**config.mk**
```make
export PLATFORM = sky130hd
export DESIGN_NAME = param_stream_loader
export DESIGN_NICKNAME = d
export VERILOG_FILES = /design/src/rtl/param_stream_loader.sv
export SDC_FILE = /design/constraint.sdc
export NUM_CORES = 1
export LEC_CHECK = 0
export ABC_AREA = 1
export CELL_PAD_IN_SITES_DETAIL_PLACEMENT = 0
export CELL_PAD_IN_SITES_GLOBAL_PLACEMENT = 2
export CORE_MARGIN = 2
export CORE_UTILIZATION = 33
export DETAILED_ROUTE_END_ITERATION = 12
export PLACE_DENSITY_LB_ADDON = 0.08
export SETUP_SLACK_MARGIN = 0.3
export SLEW_MARGIN = 10
export SYNTH_ARGS = -nofsm -noshare
export SYNTH_HDL_FRONTEND = slang
export SYNTH_SLANG_ARGS = --single-unit
```
**constraint.sdc**
```tcl
create_clock -name clk -period 5.7 [get_ports clk]
set_input_delay 1.14 -clock clk [delete_from_list [all_inputs] [get_ports clk]]
set_output_delay 1.14 -clock clk [all_outputs]
set_load 0.02 [all_outputs]
```
**src/rtl/param_stream_loader.sv**
```systemverilog
// rtl/param_stream_loader.sv - host word stream loader for CNN/FC parameter banks and image buffer
// Raw modes copy beats straight to the write port; mode 11 run-length expands into packed image words.
module param_stream_loader #(
    parameter int DATA_W    = 16,
    parameter int ADDR_W    = 16,
    parameter int CNN_WORDS = 50704,
    parameter int FC_WORDS  = 11218,
    parameter int IMG_BITS  = 16384
) (
    input  logic              clk,
    input  logic              rst_n,
    input  logic              start,
    input  logic [1:0]        mode,
    input  logic [DATA_W-1:0] in_data,
    input  logic              in_valid,
    input  logic              in_last,
    output logic              in_ready,
    output logic              wr_en,
    output logic [1:0]        wr_sel,
    output logic [ADDR_W-1:0] wr_addr,
    output logic [DATA_W-1:0] wr_data,
    output logic              busy,
    output logic              finish_cnn,
    output logic              finish_fc,
    output logic              done,
    output logic              error
);
    localparam int IMG_WORDS = IMG_BITS / DATA_W;
    localparam int WCNT_W    = ADDR_W + 1;
    localparam int FILL_W    = $clog2(DATA_W + 1);
    localparam int RUN_W     = DATA_W - 1;
    localparam int TOT_W     = $clog2(IMG_BITS + 1);

    typedef enum logic [2:0] {S_IDLE, S_LOAD, S_EXPAND, S_FLUSH, S_FIN} state_t;
    state_t state, state_nx;

    logic [1:0]        mode_q;
    logic [WCNT_W-1:0] wcnt;
    logic [FILL_W-1:0] fill;
    logic [DATA_W-1:0] pack;
    logic              run_bit;
    logic              run_last;
    logic [RUN_W-1:0]  run_rem;
    logic [TOT_W-1:0]  total;

    logic              is_rle;
    logic              accept;
    logic [1:0]        region;
    logic [WCNT_W-1:0] target;
    logic [WCNT_W-1:0] wcnt_inc;
    logic              raw_full;
    logic              raw_short;
    logic [RUN_W-1:0]  in_run;
    logic [FILL_W-1:0] room;
    logic [FILL_W-1:0] n;
    logic [FILL_W-1:0] fill_nx;
    logic [DATA_W-1:0] mask;
    logic [DATA_W-1:0] pack_nx;
    logic [RUN_W-1:0]  rem_nx;
    logic [TOT_W-1:0]  total_nx;
    logic              img_full;
    logic              run_done;

    always_comb begin
        is_rle   = (mode_q == 2'b11);
        region   = mode_q[1] ? 2'b10 : mode_q;
        in_ready = (state == S_LOAD);
        busy     = (state != S_IDLE);
        accept   = in_valid && in_ready;
        case (mode_q)
            2'b00:   target = WCNT_W'(CNN_WORDS);
            2'b01:   target = WCNT_W'(FC_WORDS);
            default: target = WCNT_W'(IMG_WORDS);
        endcase
        wcnt_inc  = wcnt + WCNT_W'(1);
        raw_full  = (wcnt_inc == target);
        raw_short = in_last && !raw_full;
        in_run    = in_data[RUN_W-1:0];
        // Bits appended this cycle never cross a word boundary, so the image end is word aligned.
        room = FILL_W'(DATA_W) - fill;
        if (RUN_W'(room) > run_rem) begin
            n = run_rem[FILL_W-1:0];
        end else begin
            n = room;
        end
        fill_nx  = fill + n;
        mask     = ({DATA_W{1'b1}} >> fill) & ~({DATA_W{1'b1}} >> fill_nx);
        pack_nx  = run_bit ? (pack | mask) : pack;
        rem_nx   = run_rem - RUN_W'(n);
        total_nx = total + TOT_W'(n);
        img_full = (total_nx == TOT_W'(IMG_BITS));
        run_done = (rem_nx == '0);
    end

    always_ff @(posedge clk or negedge rst_n) begin
        if (!rst_n) begin
            state <= S_IDLE;
        end else begin
            state <= state_nx;
        end
    end

    always_comb begin
        state_nx = state;
        case (state)
            S_IDLE: begin
                if (start) state_nx = S_LOAD;
            end
            S_LOAD: begin
                if (accept) begin
                    if (!is_rle) begin
                        if (raw_full || in_last) state_nx = S_FIN;
                    end else if (in_run != '0) begin
                        state_nx = S_EXPAND;
                    end else if (in_last) begin
                        state_nx = S_FLUSH;
                    end
                end
            end
            S_EXPAND: begin
                if (img_full) begin
                    state_nx = S_FIN;
                end else if (run_done) begin
                    state_nx = run_last ? S_FLUSH : S_LOAD;
                end
            end
            S_FLUSH: state_nx = S_FIN;
            S_FIN:   state_nx = S_IDLE;
            default: state_nx = S_IDLE;
        endcase
    end

    always_ff @(posedge clk or negedge rst_n) begin
        if (!rst_n) begin
            mode_q     <= '0;
            wcnt       <= '0;
            fill       <= '0;
            pack       <= '0;
            run_bit    <= 1'b0;
            run_last   <= 1'b0;
            run_rem    <= '0;
            total      <= '0;
            wr_en      <= 1'b0;
            wr_sel     <= '0;
            wr_addr    <= '0;
            wr_data    <= '0;
            finish_cnn <= 1'b0;
            finish_fc  <= 1'b0;
            done       <= 1'b0;
            error      <= 1'b0;
        end else begin
            wr_en <= 1'b0;
            case (state)
                S_IDLE: begin
                    if (start) begin
                        mode_q <= mode;
                        wcnt   <= '0;
                        fill   <= '0;
                        pack   <= '0;
                        total  <= '0;
                        error  <= 1'b0;
                        case (mode)
                            2'b00:   finish_cnn <= 1'b0;
                            2'b01:   finish_fc  <= 1'b0;
                            default: done       <= 1'b0;
                        endcase
                    end
                end
                S_LOAD: begin
                    if (accept) begin
                        if (!is_rle) begin
                            wr_en   <= 1'b1;
                            wr_sel  <= region;
                            wr_addr <= wcnt[ADDR_W-1:0];
                            wr_data <= in_data;
                            wcnt    <= wcnt_inc;
                            if (raw_short) error <= 1'b1;
                        end else begin
                            run_bit  <= in_data[DATA_W-1];
                            run_rem  <= in_run;
                            run_last <= in_last;
                            if ((in_run == '0) && in_last) error <= 1'b1;
                        end
                    end
                end
                S_EXPAND: begin
                    run_rem <= rem_nx;
                    total   <= total_nx;
                    if (fill_nx == FILL_W'(DATA_W)) begin
                        wr_en   <= 1'b1;
                        wr_sel  <= 2'b10;
                        wr_addr <= wcnt[ADDR_W-1:0];
                        wr_data <= pack_nx;
                        wcnt    <= wcnt_inc;
                        fill    <= '0;
                        pack    <= '0;
                    end else begin
                        fill <= fill_nx;
                        pack <= pack_nx;
                    end
                    // Excess run bits past the image end, or a stream ending short, are length errors.
                    if (img_full ? !run_done : (run_done && run_last)) error <= 1'b1;
                end
                S_FLUSH: begin
                    if (fill != '0) begin
                        wr_en   <= 1'b1;
                        wr_sel  <= 2'b10;
                        wr_addr <= wcnt[ADDR_W-1:0];
                        wr_data <= pack;
                        wcnt    <= wcnt_inc;
                    end
                end
                S_FIN: begin
                    if (!error) begin
                        case (mode_q)
                            2'b00:   finish_cnn <= 1'b1;
                            2'b01:   finish_fc  <= 1'b1;
                            default: done       <= 1'b1;
                        endcase
                    end
                end
                default: ;
            endcase
        end
    end
endmodule

```
After elaboration in Yosys (flattened, before gate mapping)
Index checks and enable logic that the tools add are counted.

Output and inout bits: 41. Word-level logic and storage cells: 165. Input port bits: 23. Register bits after elaboration: 114.

Equality and inequality tests: 29. Multiplexer cells: 74. $add $sub $neg: 5. Order comparisons: 1. Bitwise operators: 3. Reductions and logical operators: 34. Shift operators: 2.

Operators by type and width (count): 2-to-1 mux 16 bit (11); case mux 16 bit (3 select lines) (2); 2-to-1 mux 17 bit (5); case mux 17 bit (4 select lines) (1); case mux 16 bit (2 select lines) (2); case mux 15 bit (2 select lines) (2); 2-to-1 mux 15 bit (3); right shift 16 x 5 -> 16 bit, first input constant (2); logical NOT 15 bit (2); AND reduction 5 bit (5); 2-to-1 mux 3 bit (8); 2-to-1 mux 1 bit (23); != test 2 bit, second input constant (10); adder 17 x 1 -> 17 bit, second input constant (1); == test 17 bit (1); bitwise AND 16 bit (1); NOT 16 bit (1); bitwise OR 16 bit (1); adder 15 x 5 -> 15 bit (1); == test 15 bit, second input constant (1); greater-than comparator 5 x 15 -> 1 bit (1); 2-to-1 mux 5 bit (3); nonzero test 15 bit (1); subtractor 15 x 5 -> 15 bit (1); 32 further kinds (59).

Depth between registers and ports, before layout
Depth after elaboration: 11. Mapped depth: 37. Depth with buffers taken out: 37.

Worst setup path before layout
No wires, ideal clock.

Path kind: reg-to-reg. Start: register fill[1]. End: register error. Path buffers: 0. Stages on the path, launching flop included: 34. Library setup time: 117 ps. Clock period less this slack: 3977 ps. Data required time: 5583 ps. Path slack: 1723 ps. Data arrival time: 3859 ps. Cells stage by stage: dfrtp_1 inv_1 ha_1 inv_1 nor3_1 ha_1 inv_1 ha_1 nand2_1 inv_1 nand2_2 inv_1 nand2_1 nand2_1 nand2_4 inv_1 nor2_1 a21oi_1 inv_1 ha_1 a21oi_1 nand2_1 nand2_2 nand3_1 nand2_1 nand2_1 nor2_1 nand2_1 nor2_1 nand3_1 nand3_1 nand3_1 nand2_1 nand2_1.

Word-level cells in the longest chain between the ends: 9. Elaborated cells between the ends (all ways): 12. Those cells by class: add/sub: 3; order compare: 1; eq/ne: 2; mux: 2; reduce/logical: 4.

RTL lines: start, declared (RTL line 39) `logic [FILL_W-1:0] fill;`; start signal, assigned (RTL line 198) `fill <= fill_nx;`; subtractor 5 bit (*) (RTL line 80) `room = FILL_W'(DATA_W) - fill;`; greater-than comparator 5 x 15 -> 1 bit (RTL line 81) `if (RUN_W'(room) > run_rem) begin`; 2-to-1 mux 5 bit (*) (RTL line 81); subtractor 15 x 5 -> 15 bit (RTL line 89) `rem_nx = run_rem - RUN_W'(n);`; logical NOT 15 bit (RTL line 92) `run_done = (rem_nx == '0);`; logical AND 1 bit or logical NOT 1 bit (tied branches) (RTL line 202) `if (img_full ? !run_done : (run_done && run_last)) error <= 1'b1;`; 2-to-1 mux 1 bit (*) (RTL line 202); != test 2 bit (no line) (*); AND reduction 6 bit (no line) (*); end signal, assigned (RTL line 177) `if (raw_short) error <= 1'b1;`; end signal, assigned (RTL line 182) `if ((in_run == '0) && in_last) error <= 1'b1;`; end signal, assigned (RTL line 202); end, declared (RTL line 26) `output logic error`.

Mark *: on every way between the ends. The rest lies on a longest branch, timed or not. A chain may end at the register's enable or synchronous reset.

Final worst setup path
Start: register fill[1]. End: register state[1].

Word-level cells in the longest chain between the ends: 7. Elaborated cells between the ends (all ways): 11. Those cells by class: add/sub: 3; order compare: 1; eq/ne: 2; mux: 3; reduce/logical: 2.

RTL lines: subtractor 5 bit (*) (RTL line 80); greater-than comparator 5 x 15 -> 1 bit (RTL line 81); 2-to-1 mux 5 bit (*) (RTL line 81); adder 15 x 5 -> 15 bit or subtractor 15 x 5 -> 15 bit (tied branches) (RTL line 90, 89); == test 15 bit or logical NOT 15 bit (tied branches) (RTL line 91, 92); != test 3 bit (no line) or 2-to-1 mux 3 bit (tied branches); AND reduction 5 bit (no line) or case mux 3 bit (4 select lines) (tied branches); end signal, assigned (RTL line 99) `state <= state_nx;`; end, declared (RTL line 35) `state_t state, state_nx;`.

Marks and branches as above.

==> results by group <==
Logic synthesis
  – Syn Inst Count: 1049
  – Post-synth ARST share: 100%
  – Ys flop type: dfrtp_1
  – Sequential area share after synthesis: 38.6%
  – Synth Register Bits: 114
  – Synth Net Count: 1095
  – Netlist cell types: 43
  – Syn_area_per_cell: 7.05 um2
  – Post-synthesis cell area: 7390 um2
  – YS warnings: 0
  – Post-synth EDFFs: 0

STA
  – RSZ-0062 raised after global routing: false
  – Final Hold Vio Count: 0
  – Fin crit share: 84.2%
  – Worst-Margin Slew: 0.681 ns
  – Final worst slack: 0.903 ns
  – Fin. max-slew vios: 0
  – Tmin final: 4.80 ns
  – Slew headroom: 54.6%
  – Setup Skew: 0.0119 ns
  – Setup tns final: 0 ns
  – # setup viols final: 0
  – Max Fclk: 208 MHz

Placement
  – GP Congestion: 0.854
  – Number of buffers added on ports: 63
  – Worst slack, placed: 0.895 ns
  – Hpwl dp: 17800 um

Finish
  – Layout Area Growth over Synthesis: 20.8%
  – Final net count: 1160
  – Antenna cell count: 0
  – Fillcell total: 2321
  – Share of cells above drive strength 1: 7.99%

Power and ir drop
  – Power Internal: 2440 uW
  – Total power: 4570 uW
  – Reg power frac: 25.2%
  – Sw Share: 46.7%
  – Combinational power share: 49.9%
  – Pwr Density: 512 nW/um2
  – Sw Pwr: 2130 uW
  – Leakage dissipation: 0.00423 uW
  – Clock share of power: 24.9%
  – Worst IR drop on VDD: 0.165 mV

GRT
  – Tot GR Track Use: 20.4%
  – GRT busiest layer: met2
  – Grt ovf: 0
  – Largest net degree at the start of global routing: 47
  – Met2 Use GR: 33.7%
  – Initial antenna violation count: 0
  – Met3 Use GR: 3.30%
  – M1 GR Usage: 28.2%
  – Vias in the first global route: 6622
  – First-pass GRT wire length: 37700 um

Worst setup path
  – Worst path buffer plus inverter count: 7
  – CP required: 6.06 ns
  – Most used cell, CP: nand2_1
  – Setup crit end kind: flip-flop
  – Crit Path Class: flip-flop to flip-flop
  – Slowest stage delay, CP: 0.46 ns
  – R2r endpoint: state[1]
  – Crit path launch type: flip-flop
  – Max Fanout on Critical Path: 9
  – Worst reg-to-reg setup slack: 0.90 ns
  – Reg2Reg Depth: 33
  – CP delay by family, top: simple AND/OR/NAND/NOR gates
  – CP arrival: 5.16 ns
  – Reg-to-Reg Start: fill[1]
  – Critical path's slowest cell: dfrtp_1

Detailed routing
  – 1st-iter DRT viols: 394
  – DR vias: 6877
  – Drt drc: 0
  – WL/cell: 16.8 um
  – Final WL: 23600 um
  – Via density: 4.89
  – ANT nets after route: 0
  – 1st-pass router iterations: 5

Worst hold path
  – Worst hold endpoint: wr_addr[3]
  – Worst Hold Depth: 2
  – Hold Path Class: flip-flop to flip-flop
  – Worst Min Path Start: wr_addr[3]

Clock network
  – CTS buffer count: 17
  – # clock sinks: 114
  – CTS Root Cell: clkbuf_16
  – TritonCTS clock tree: built
  – Clk Latency, worst-skew pair: 0.43 ns
  – Clock tree buffer depth: 2
  – Htree depth: 4
  – Reg clk slew, reported paths: 0.07 ns

Floorplanning
  – Io pins: 64
  – Site Rows: 54
  – Die H: 154 um
  – Starting Density: 33.8%
  – Core region area: 21900 um2
  – Die area: 23600 um2
  – Chip width: 154 um

Run status
  – Outcome: finished, final reports clean

Run
  – MaxCap Viol Count: 0
through the flow:
stage	utilization (%)	cell area [um2]	std cells	hold WS [ns]
after CTS	40.8	8920	1406	0.474
after floorplan	-	7390	1049	0.453
after global routing	40.8	8930	1406	0.487
final	40.8	8930	1406	0.471
after global placement	38.0	8310	1375	0.456
after detailed placement	38.0	8310	1375	0.458
layout make-up:
| type | count | area [um2] | share of cell area (%) |
|---|---|---|---|
| multi-input combinational | 748 | 3800 | 42.5 |
| sequential | 114 | 2850 | 31.9 |
| timing repair buffer | 73 | 716 | 8.01 |
| inverter | 160 | 601 | 6.73 |
| clock buffer | 18 | 439 | 4.92 |
| tap | 280 | 350 | 3.92 |
| clock inverter | 13 | 173 | 1.93 |
flip-flops by register name (all words and copies together) (netlist names), 2 cells and up:
name     cells
wr_addr     16
total       15
fill         5
wr_data     16
run_rem     15
mode_q       2
wcnt        17
wr_sel       2
state        3
pack        16
cells in the mapped netlist, types with 2 or more instances:
master	number	area (um2)
nor2_4	4	45.0
nor4_1	6	37.5
nor3_1	12	60.1
buf_6	5	56.3
nand3_2	3	30.0
o22ai_1	24	150
o21ai_0	84	420
clkbuf_1	15	56.3
nand2_2	15	93.8
nand2_1	281	1050
nand3_1	72	360
o21ai_1	19	95.1
buf_2	4	20.0
o211ai_1	10	75.1
ha_1	23	288
a22o_1	2	17.5
a21oi_1	38	190
o21ai_2	6	52.6
clkinv_1	2	7.51
nor2_1	85	319
nand2_4	2	22.5
inv_1	149	559
xnor2_1	7	61.3
dfrtp_1	114	2850
nand3b_1	2	15.0
inv_2	9	33.8
nor2_2	3	18.8
xor2_1	12	105
a31oi_1	4	25.0
nand4_1	20	125
a22oi_1	2	15.0
a41oi_1	4	35.0
metal layers:
layer	vias up	wire length (um)
li1	3565	-
met1	3183	11600
met2	107	11100
met3	22	682
met4	0	286
met5	-	0
cells in the final DEF (no fill, tap or decap), types with 3 or more instances in the layout:
cell type	synthesis	routed
a21oi_2	1	3
nor4_1	6	6
a41oi_1	4	4
o211ai_1	10	10
nor2_2	3	4
xor2_1	12	12
xnor2_1	7	7
nand3_2	3	3
nor3_1	12	12
nand3_1	72	72
o21ai_1	19	19
o21ai_2	6	6
nand4_1	20	20
bufinv_16	0	3
inv_1	149	149
nand2_2	15	15
nor2_1	85	84
ha_1	23	23
a31oi_1	4	4
clkinvlp_4	0	4
clkdlybuf4s50_1	0	62
clkbuf_16	0	17
nand2_1	281	281
inv_2	9	9
o21ai_0	84	84
nor2_4	4	4
dfrtp_1	114	114
buf_4	1	10
inv_6	0	5
a21oi_1	38	36
o22ai_1	24	24
logic make-up after synthesis:
kind of cell / after synthesis / share of synthesized area [%]
AOI/OAI and AO/OA: 197 / 15.0
buffers and inverters: 187 / 10.1
adders and majority gates: 23 / 3.89
DFF: 114 / 38.6
and+or+nand+nor: 509 / 30.1
xor gates and xnor gates: 19 / 2.25
worst max-delay path by stage:
stage            start       end  depth (start not counted)
6_report       fill[1]  state[1]                         33
5_1_grt        fill[1]  state[1]                         35
4_1_cts        fill[1]  wcnt[16]                         29
3_5_place_dp   fill[1]  wcnt[16]                         29
3_3_place_gp   fill[1]  wcnt[15]                         27
2_1_floorplan  fill[1]     error                         33
worst reg2reg max path, delay by kind of cell (launching register included):
kind / cells / cell delay [ns]
and+or+nand+nor: 20 / 1.99
adders and majority gates: 5 / 1.32
buffers and inverters: 7 / 0.53
DFF: 1 / 0.46
AOI/OAI and AO/OA: 1 / 0.43
power by group through the flow:
| stage | Clock, uW | Combinational [uW] | Sequential (uW) |
|---|---|---|---|
| after global routing | 1200 | 2580 | 1180 |
| after floorplan | 0 | 1510 | 1210 |
| after global placement | 0 | 2320 | 1170 |
| final | 1140 | 2280 | 1150 |
| after detailed placement | 0 | 2300 | 1160 |
| after CTS | 1160 | 2310 | 1150 |
repair_timing:
| item | CTS | global route |
|---|---|---|
| endpoints found under the hold margin | 0 | 0 |
| gates resized for setup | 0 | 2 |
| endpoints found under the setup margin | 0 | 3 |
| hold buffers | 0 | 0 |
| buffers inserted | 0 | 0 |
Note: power is estimated with default switching activity, not from simulation.
